<file path="src/rtl/tsc_multicycle_core.sv">
// tsc_multicycle_core: multi-cycle TSC CPU (FETCH/DECODE/EXEC/WB/HALT) with a
// req/ready instruction port.
// Ports: clk, reset (sync, high), cpu_enable, wwd_enable, register_selection,
//   i_req/i_addr/i_ready/i_data fetch port, num_inst, output_port,
//   PC_below8bit, wwd_valid, halted.
module tsc_multicycle_core #(
    parameter int WORD_SIZE = 16,
    parameter int PC_SIZE = 16,
    parameter logic [PC_SIZE-1:0] RESET_PC = '0
) (
    input  logic                 clk,
    input  logic                 reset,
    input  logic                 cpu_enable,
    input  logic                 wwd_enable,
    input  logic [1:0]           register_selection,
    output logic                 i_req,
    output logic [PC_SIZE-1:0]   i_addr,
    input  logic                 i_ready,
    input  logic [15:0]          i_data,
    output logic [WORD_SIZE-1:0] num_inst,
    output logic [WORD_SIZE-1:0] output_port,
    output logic [7:0]           PC_below8bit,
    output logic                 wwd_valid,
    output logic                 halted
);
    typedef enum logic [2:0] {FETCH, DECODE, EXEC, WB, HALT} state_t;

    state_t state, next;

    logic [15:0]          ir;
    logic [PC_SIZE-1:0]   pc, npc;
    logic [WORD_SIZE-1:0] regs [4];
    logic [WORD_SIZE-1:0] a, b, res;
    logic [1:0]           dst;
    logic                 wr, wwd_q;

    logic [3:0]  op;
    logic [1:0]  rs, rt, rd;
    logic [5:0]  func;
    logic [7:0]  imm;
    logic [11:0] target;
    logic        is_wwd, is_hlt;

    assign op     = ir[15:12];
    assign rs     = ir[11:10];
    assign rt     = ir[9:8];
    assign rd     = ir[7:6];
    assign func   = ir[5:0];
    assign imm    = ir[7:0];
    assign target = ir[11:0];
    assign is_wwd = (op == 4'd15) && (func == 6'd28);
    assign is_hlt = (op == 4'd15) && (func == 6'd29);

    assign i_req        = (state == FETCH) && cpu_enable && !reset;
    assign i_addr       = pc;
    assign PC_below8bit = pc[7:0];
    assign halted       = (state == HALT);
    // a pulse left over from WB is masked if the core stalls right after
    assign wwd_valid    = wwd_q && cpu_enable;

    always_ff @(posedge clk) begin
        if (reset)
            state <= FETCH;
        else if (cpu_enable)
            state <= next;
    end

    always_comb begin
        next = state;
        unique case (state)
            FETCH:   if (i_req && i_ready) next = DECODE;
            DECODE:  next = EXEC;
            EXEC:    next = WB;
            WB:      next = is_hlt ? HALT : FETCH;
            HALT:    next = HALT;
            default: next = FETCH;
        endcase
    end

    logic [WORD_SIZE-1:0] sext, ex_res;
    logic [PC_SIZE-1:0]   pc_inc, br_off, ex_npc;
    logic [1:0]           ex_dst;
    logic                 ex_wr, taken;

    assign sext   = {{(WORD_SIZE-8){imm[7]}}, imm};
    assign br_off = {{(PC_SIZE-8){imm[7]}}, imm};
    assign pc_inc = pc + PC_SIZE'(1);

    always_comb begin
        taken = 1'b0;
        unique case (1'b1)
            op == 4'd0: taken = (a != b);
            op == 4'd1: taken = (a == b);
            op == 4'd2: taken = !a[WORD_SIZE-1] && (a != '0);
            op == 4'd3: taken = a[WORD_SIZE-1];
            default:    taken = 1'b0;
        endcase
    end

    always_comb begin
        ex_res = '0;
        ex_wr  = 1'b0;
        ex_dst = rd;
        ex_npc = pc_inc;
        case (op)
            4'd0, 4'd1, 4'd2, 4'd3: begin
                if (taken) ex_npc = pc_inc + br_off;
            end
            4'd4: begin
                ex_wr  = 1'b1;
                ex_dst = rt;
                ex_res = a + sext;
            end
            4'd5: begin
                ex_wr  = 1'b1;
                ex_dst = rt;
                ex_res = a | WORD_SIZE'(imm);
            end
            4'd6: begin
                ex_wr  = 1'b1;
                ex_dst = rt;
                ex_res = WORD_SIZE'({imm, 8'h00});
            end
            4'd9: begin
                // jumps keep the current page, not the page of PC+1
                ex_npc = pc;
                ex_npc[11:0] = target;
            end
            4'd10: begin
                ex_npc = pc;
                ex_npc[11:0] = target;
                ex_wr  = 1'b1;
                ex_dst = 2'd2;
                ex_res = WORD_SIZE'(pc_inc);
            end
            4'd15: begin
                ex_wr = 1'b1;
                case (func)
                    6'd0:  ex_res = a + b;
                    6'd1:  ex_res = a - b;
                    6'd2:  ex_res = a & b;
                    6'd3:  ex_res = a | b;
                    6'd4:  ex_res = ~a;
                    6'd5:  ex_res = ~a + WORD_SIZE'(1);
                    6'd6:  ex_res = a << 1;
                    6'd7:  ex_res = WORD_SIZE'($signed(a) >>> 1);
                    6'd25: begin
                        ex_wr  = 1'b0;
                        ex_npc = PC_SIZE'(a);
                    end
                    6'd26: begin
                        ex_dst = 2'd2;
                        ex_res = WORD_SIZE'(pc_inc);
                        ex_npc = PC_SIZE'(a);
                    end
                    default: ex_wr = 1'b0;
                endcase
            end
            default: ;
        endcase
    end

    always_ff @(posedge clk) begin
        if (reset) begin
            pc          <= RESET_PC;
            ir          <= '0;
            a           <= '0;
            b           <= '0;
            res         <= '0;
            npc         <= RESET_PC;
            dst         <= '0;
            wr          <= 1'b0;
            wwd_q       <= 1'b0;
            num_inst    <= '0;
            output_port <= '0;
            for (int i = 0; i < 4; i++) regs[i] <= '0;
        end else begin
            wwd_q <= 1'b0;
            if (cpu_enable) begin
                if (!wwd_enable) output_port <= regs[register_selection];
                unique case (state)
                    FETCH: if (i_ready) ir <= i_data;
                    DECODE: begin
                        a <= regs[rs];
                        b <= regs[rt];
                    end
                    EXEC: begin
                        res <= ex_res;
                        npc <= ex_npc;
                        dst <= ex_dst;
                        wr  <= ex_wr;
                    end
                    WB: begin
                        if (wr) regs[dst] <= res;
                        pc       <= npc;
                        num_inst <= num_inst + WORD_SIZE'(1);
                        if (is_wwd && wwd_enable) begin
                            output_port <= a;
                            wwd_q       <= 1'b1;
                        end
                    end
                    default: ;
                endcase
            end
        end
    end
endmodule

</file>
<file path="config.mk">
export PLATFORM = sky130hd
export DESIGN_NAME = tsc_multicycle_core
export DESIGN_NICKNAME = d
export VERILOG_FILES = /design/src/rtl/tsc_multicycle_core.sv
export SDC_FILE = /design/constraint.sdc
export NUM_CORES = 1
export LEC_CHECK = 0
export BUFFER_PORTS_ARGS = -buffer_cell sky130_fd_sc_hd__buf_2
export CAP_MARGIN = 20
export CORE_MARGIN = 2
export CORE_UTILIZATION = 30
export CTS_CLUSTER_DIAMETER = 100
export DETAILED_ROUTE_END_ITERATION = 8
export RECOVER_POWER = 25
export SLEW_MARGIN = 25
export SYNTH_ARGS = -nofsm -noshare
export SYNTH_HDL_FRONTEND = slang
export SYNTH_SLANG_ARGS = --single-unit
</file>
<file path="constraint.sdc">
create_clock -name clk -period 3.35 [get_ports clk]
set_input_delay 0.5025 -clock clk [delete_from_list [all_inputs] [get_ports clk]]
set_output_delay 0.5025 -clock clk [all_outputs]
set_load 0.02 [all_outputs]
</file>
==> flow_summary.ini <==
[outcome]
status = finished clean

[final_layout]
final_cells = 2397
multi_input_area_mm2 = 0.00904
n_antenna_cell = 0
final_nets = 1884
final-seq-area_mm2 = 0.00463
area_growth_pct = 14.9
drive_gt1_share_pct = 14.4
num-fill-cells = 4956

[yosys]
synth_top_cell_by_area = dfxtp_1
synthArstFlopShare_pct = 0
ys_seq_area_share_pct = 32.2
synth_nets = 1786
ys.flop_type = dfxtp_1
post_synth.cell_area_avg_um2 = 8.60
ys_ff_latch = 199
synth.top_cell.area_share_pct = 18.8
yosysUniqueCellTypes = 77
netlist_area_mm2 = 0.0144
yosysWarnings = 0
synth_edf_count = 64
postSynthCellCount = 1671
synth_area_leaders = dfxtp_1, edfxtp_1, mux4_2

[detailed_routing]
final_antenna_net_count = 0
met3_length_um = 4240
drc = 0
wirelength_um = 54700
wl_per_cell_um = 22.8
met1_length_um = 23200
avgViaCountPerCell = 5.75
routed.top_layer = met4
dr.pass1.iters = 6
drtIter0Drc = 1404
met2_length_um = 24500
via_count = 13800

[pwr]
power.total_uw = 5790
worst_ir_drop_vdd_mv = 0.311
swShare_pct = 31.5
p_comb_share_pct = 18.5
power.density_mw_per_mm2 = 351
power_leakage_uw = 0.00599
pwr-share-clk_pct = 36.2
seq_power_share_pct = 45.2
switchingPower_uw = 1820
intPower_uw = 3970

[clocking]
cts_buffers = 17
clock_latency_ns = 0.47
root_buffer = clkbuf_16
cts_tree = built
clock_sinks = 199
htreeDepth = 4
cts_buffer_depth = 2
clk_pin_slew_worst_paths_ns = 0.08
postCtsHoldBufs = 0

[die]
rows = 80
initial_core_util_pct = 30.2
die_h_um = 223
io_pins = 82
coreArea_mm2 = 0.0475
dieArea_mm2 = 0.0497
die_width_um = 223

[sta]
setup_ws_ns = 0.113
tightest_slew_ns = 1.15
rsz0062_at_grt = false
hold_viol_final = 0
period_share_pct = 96.6
slew_headroom_pct = 23.4
finalMaxSlewViolations = 0
period_minus_slack_ns = 3.24
fmax_mhz = 309
clock_skew_ns = 0.0144
tns_ns = 0
setup_violations = 0

[global_routing]
grtUsageTotal_pct = 21.8
grt_start_max_net_pins = 56
first_global_vias = 13200
antenna_found_initial = 0
grt_overflow = 0
grt_pass1_wl_um = 82200

[placement]
dp_hpwl_um = 41800
portBuffers = 81
placed_cells = 2364
dpl_worst_slack_ns = 0.0846
gp_congestion = 0.981

[setup_path]
worstSetupPathType = reg -> reg
reg2reg_from = a[5]
end_kind = flip-flop
critPathLaunchType = flip-flop
worstPathRequired_ns = 3.71
worstPathArrival_ns = 3.60
crit_fanout = 3
critPathLaunch = a[5]

[min_path]
hp-start = i_data[10]
hold_path.class = in -> reg

[job]
cap_viol_max_count = 0
[metrics by stage]
| step | hold WS (ns) | util [%] | instance area (um2) |
|---|---|---|---|
| 2_1_floorplan | 0.432 | - | 14400 |
| 3_3_place_gp | 0.440 | 33.5 | 15900 |
| 4_1_cts | 0.257 | 34.7 | 16500 |
| 5_1_grt | 0.272 | 34.7 | 16500 |
| 3_5_place_dp | 0.447 | 33.5 | 15900 |
| 6_report | 0.268 | 34.7 | 16500 |
[registers in the layout (all words and copies together), names as in the netlist, 2 cells and up]
register and cells:
res 16, dst 2, b 16, regs 64, output_port 16, a 16, npc 16, i_addr 16
num_inst 16, state 3, ir 16
[layout make-up]
| type | instances | share of cell area [%] |
|---|---|---|
| multi-input combinational | 1282 | 54.8 |
| timing repair buffer | 199 | 7.45 |
| clock inverter | 15 | 0.917 |
| sequential | 199 | 28.0 |
| tap | 615 | 4.66 |
| inverter | 70 | 1.59 |
| clock buffer | 17 | 2.58 |
[power by group through the flow]
stage	logic [uW]	registers, uW	clock network [uW]
final	1070	2620	2100
after global routing	1150	2630	2220
after CTS	1040	2620	2120
after detailed placement	1030	2680	0
after global placement	1030	2670	0
after floorplan	669	2660	0
[cells in the mapped netlist, types with 9 or more instances]
cell	instances
xnor2_1	49
nor2_1	115
a211oi_1	34
a22oi_1	11
a21oi_1	159
nand3_1	32
edfxtp_1	64
ha_1	88
or3_1	21
xor2_1	23
nor4_1	13
nor2b_1	13
nand2_1	226
o21ai_0	52
o22ai_1	22
inv_1	70
mux2i_1	12
and3_1	12
a221oi_1	23
clkbuf_1	96
a21o_1	9
nor3_1	40
dfxtp_1	135
nand4_1	11
mux4_2	49
a31oi_1	11
and2_1	69
o211ai_1	16
nand2b_1	17
buf_1	10
o31ai_1	9
o221ai_1	10
[per-layer routing]
metal | up-vias | GRT usage, %
met4 | 0 | 11.5
met1 | 6693 | 29.0
li1 | 6316 | -
met5 | - | 0
met3 | 128 | 3.57
met2 | 650 | 34.0
[cell usage in the layout, fill, tap and decap left out, drive strengths merged, types with 9 or more instances in the layout]
master | Yosys | routed
dfxtp | 135 | 135
nand3 | 32 | 32
nand4 | 11 | 11
o221ai | 10 | 10
ha | 88 | 88
a21o | 9 | 9
o31ai | 9 | 9
a21oi | 159 | 159
a22oi | 11 | 11
o21bai | 9 | 9
nand2b | 18 | 18
clkbuf | 96 | 74
o211ai | 16 | 16
o22ai | 22 | 22
xor2 | 23 | 23
nor2b | 13 | 13
or3 | 21 | 21
a221oi | 24 | 24
and3 | 12 | 12
nor3 | 41 | 41
inv | 70 | 80
nor4 | 14 | 14
buf | 24 | 142
xnor2 | 50 | 50
nor2 | 115 | 115
nand2 | 226 | 226
a31oi | 11 | 11
mux4 | 49 | 49
and2 | 69 | 69
o21ai | 57 | 57
edfxtp | 64 | 64
a211oi | 35 | 35
mux2i | 12 | 12
[critical path, cell delays in order, from the launching register on]
cell      delay, ns
dfxtp_1        0.31
inv_1          0.27
ha_1           0.33
or4_1          0.59
nand3b_4       0.22
o311a_4        0.34
a21oi_1        0.25
buf_4          0.18
nand2_1        0.06
nor4b_1        0.29
nand2_1        0.10
and3_1         0.20
[worst paths after layout]
kind,endpoint,slack (ns),depth (start not counted)
max,npc[15],0.11,11
min,ir[10],0.27,3
max reg2reg,npc[15],0.11,11
min reg2reg,i_addr[6],0.46,2
[logic make-up (layout without fill, tap and decap cells)]
family,count (synthesis),count (layout),synth area share [%]
AOI/OAI and AO/OA,455,455,21.1
buffers and inverters,190,301,5.31
xor gates and xnor gates,73,73,4.50
muxes,61,61,8.52
adders and majority gates,92,92,8.22
and+or+nand+nor,601,601,20.1
DFF,199,199,32.2
[what timing repair did]
action | 4_1_cts | 5_1_grt
setup endpoints to repair | 0 | 11
hold endpoints to repair | 0 | 0
setup buffers | 0 | 1
resized for setup | 0 | 10
(Power assumes the default switching activity.)
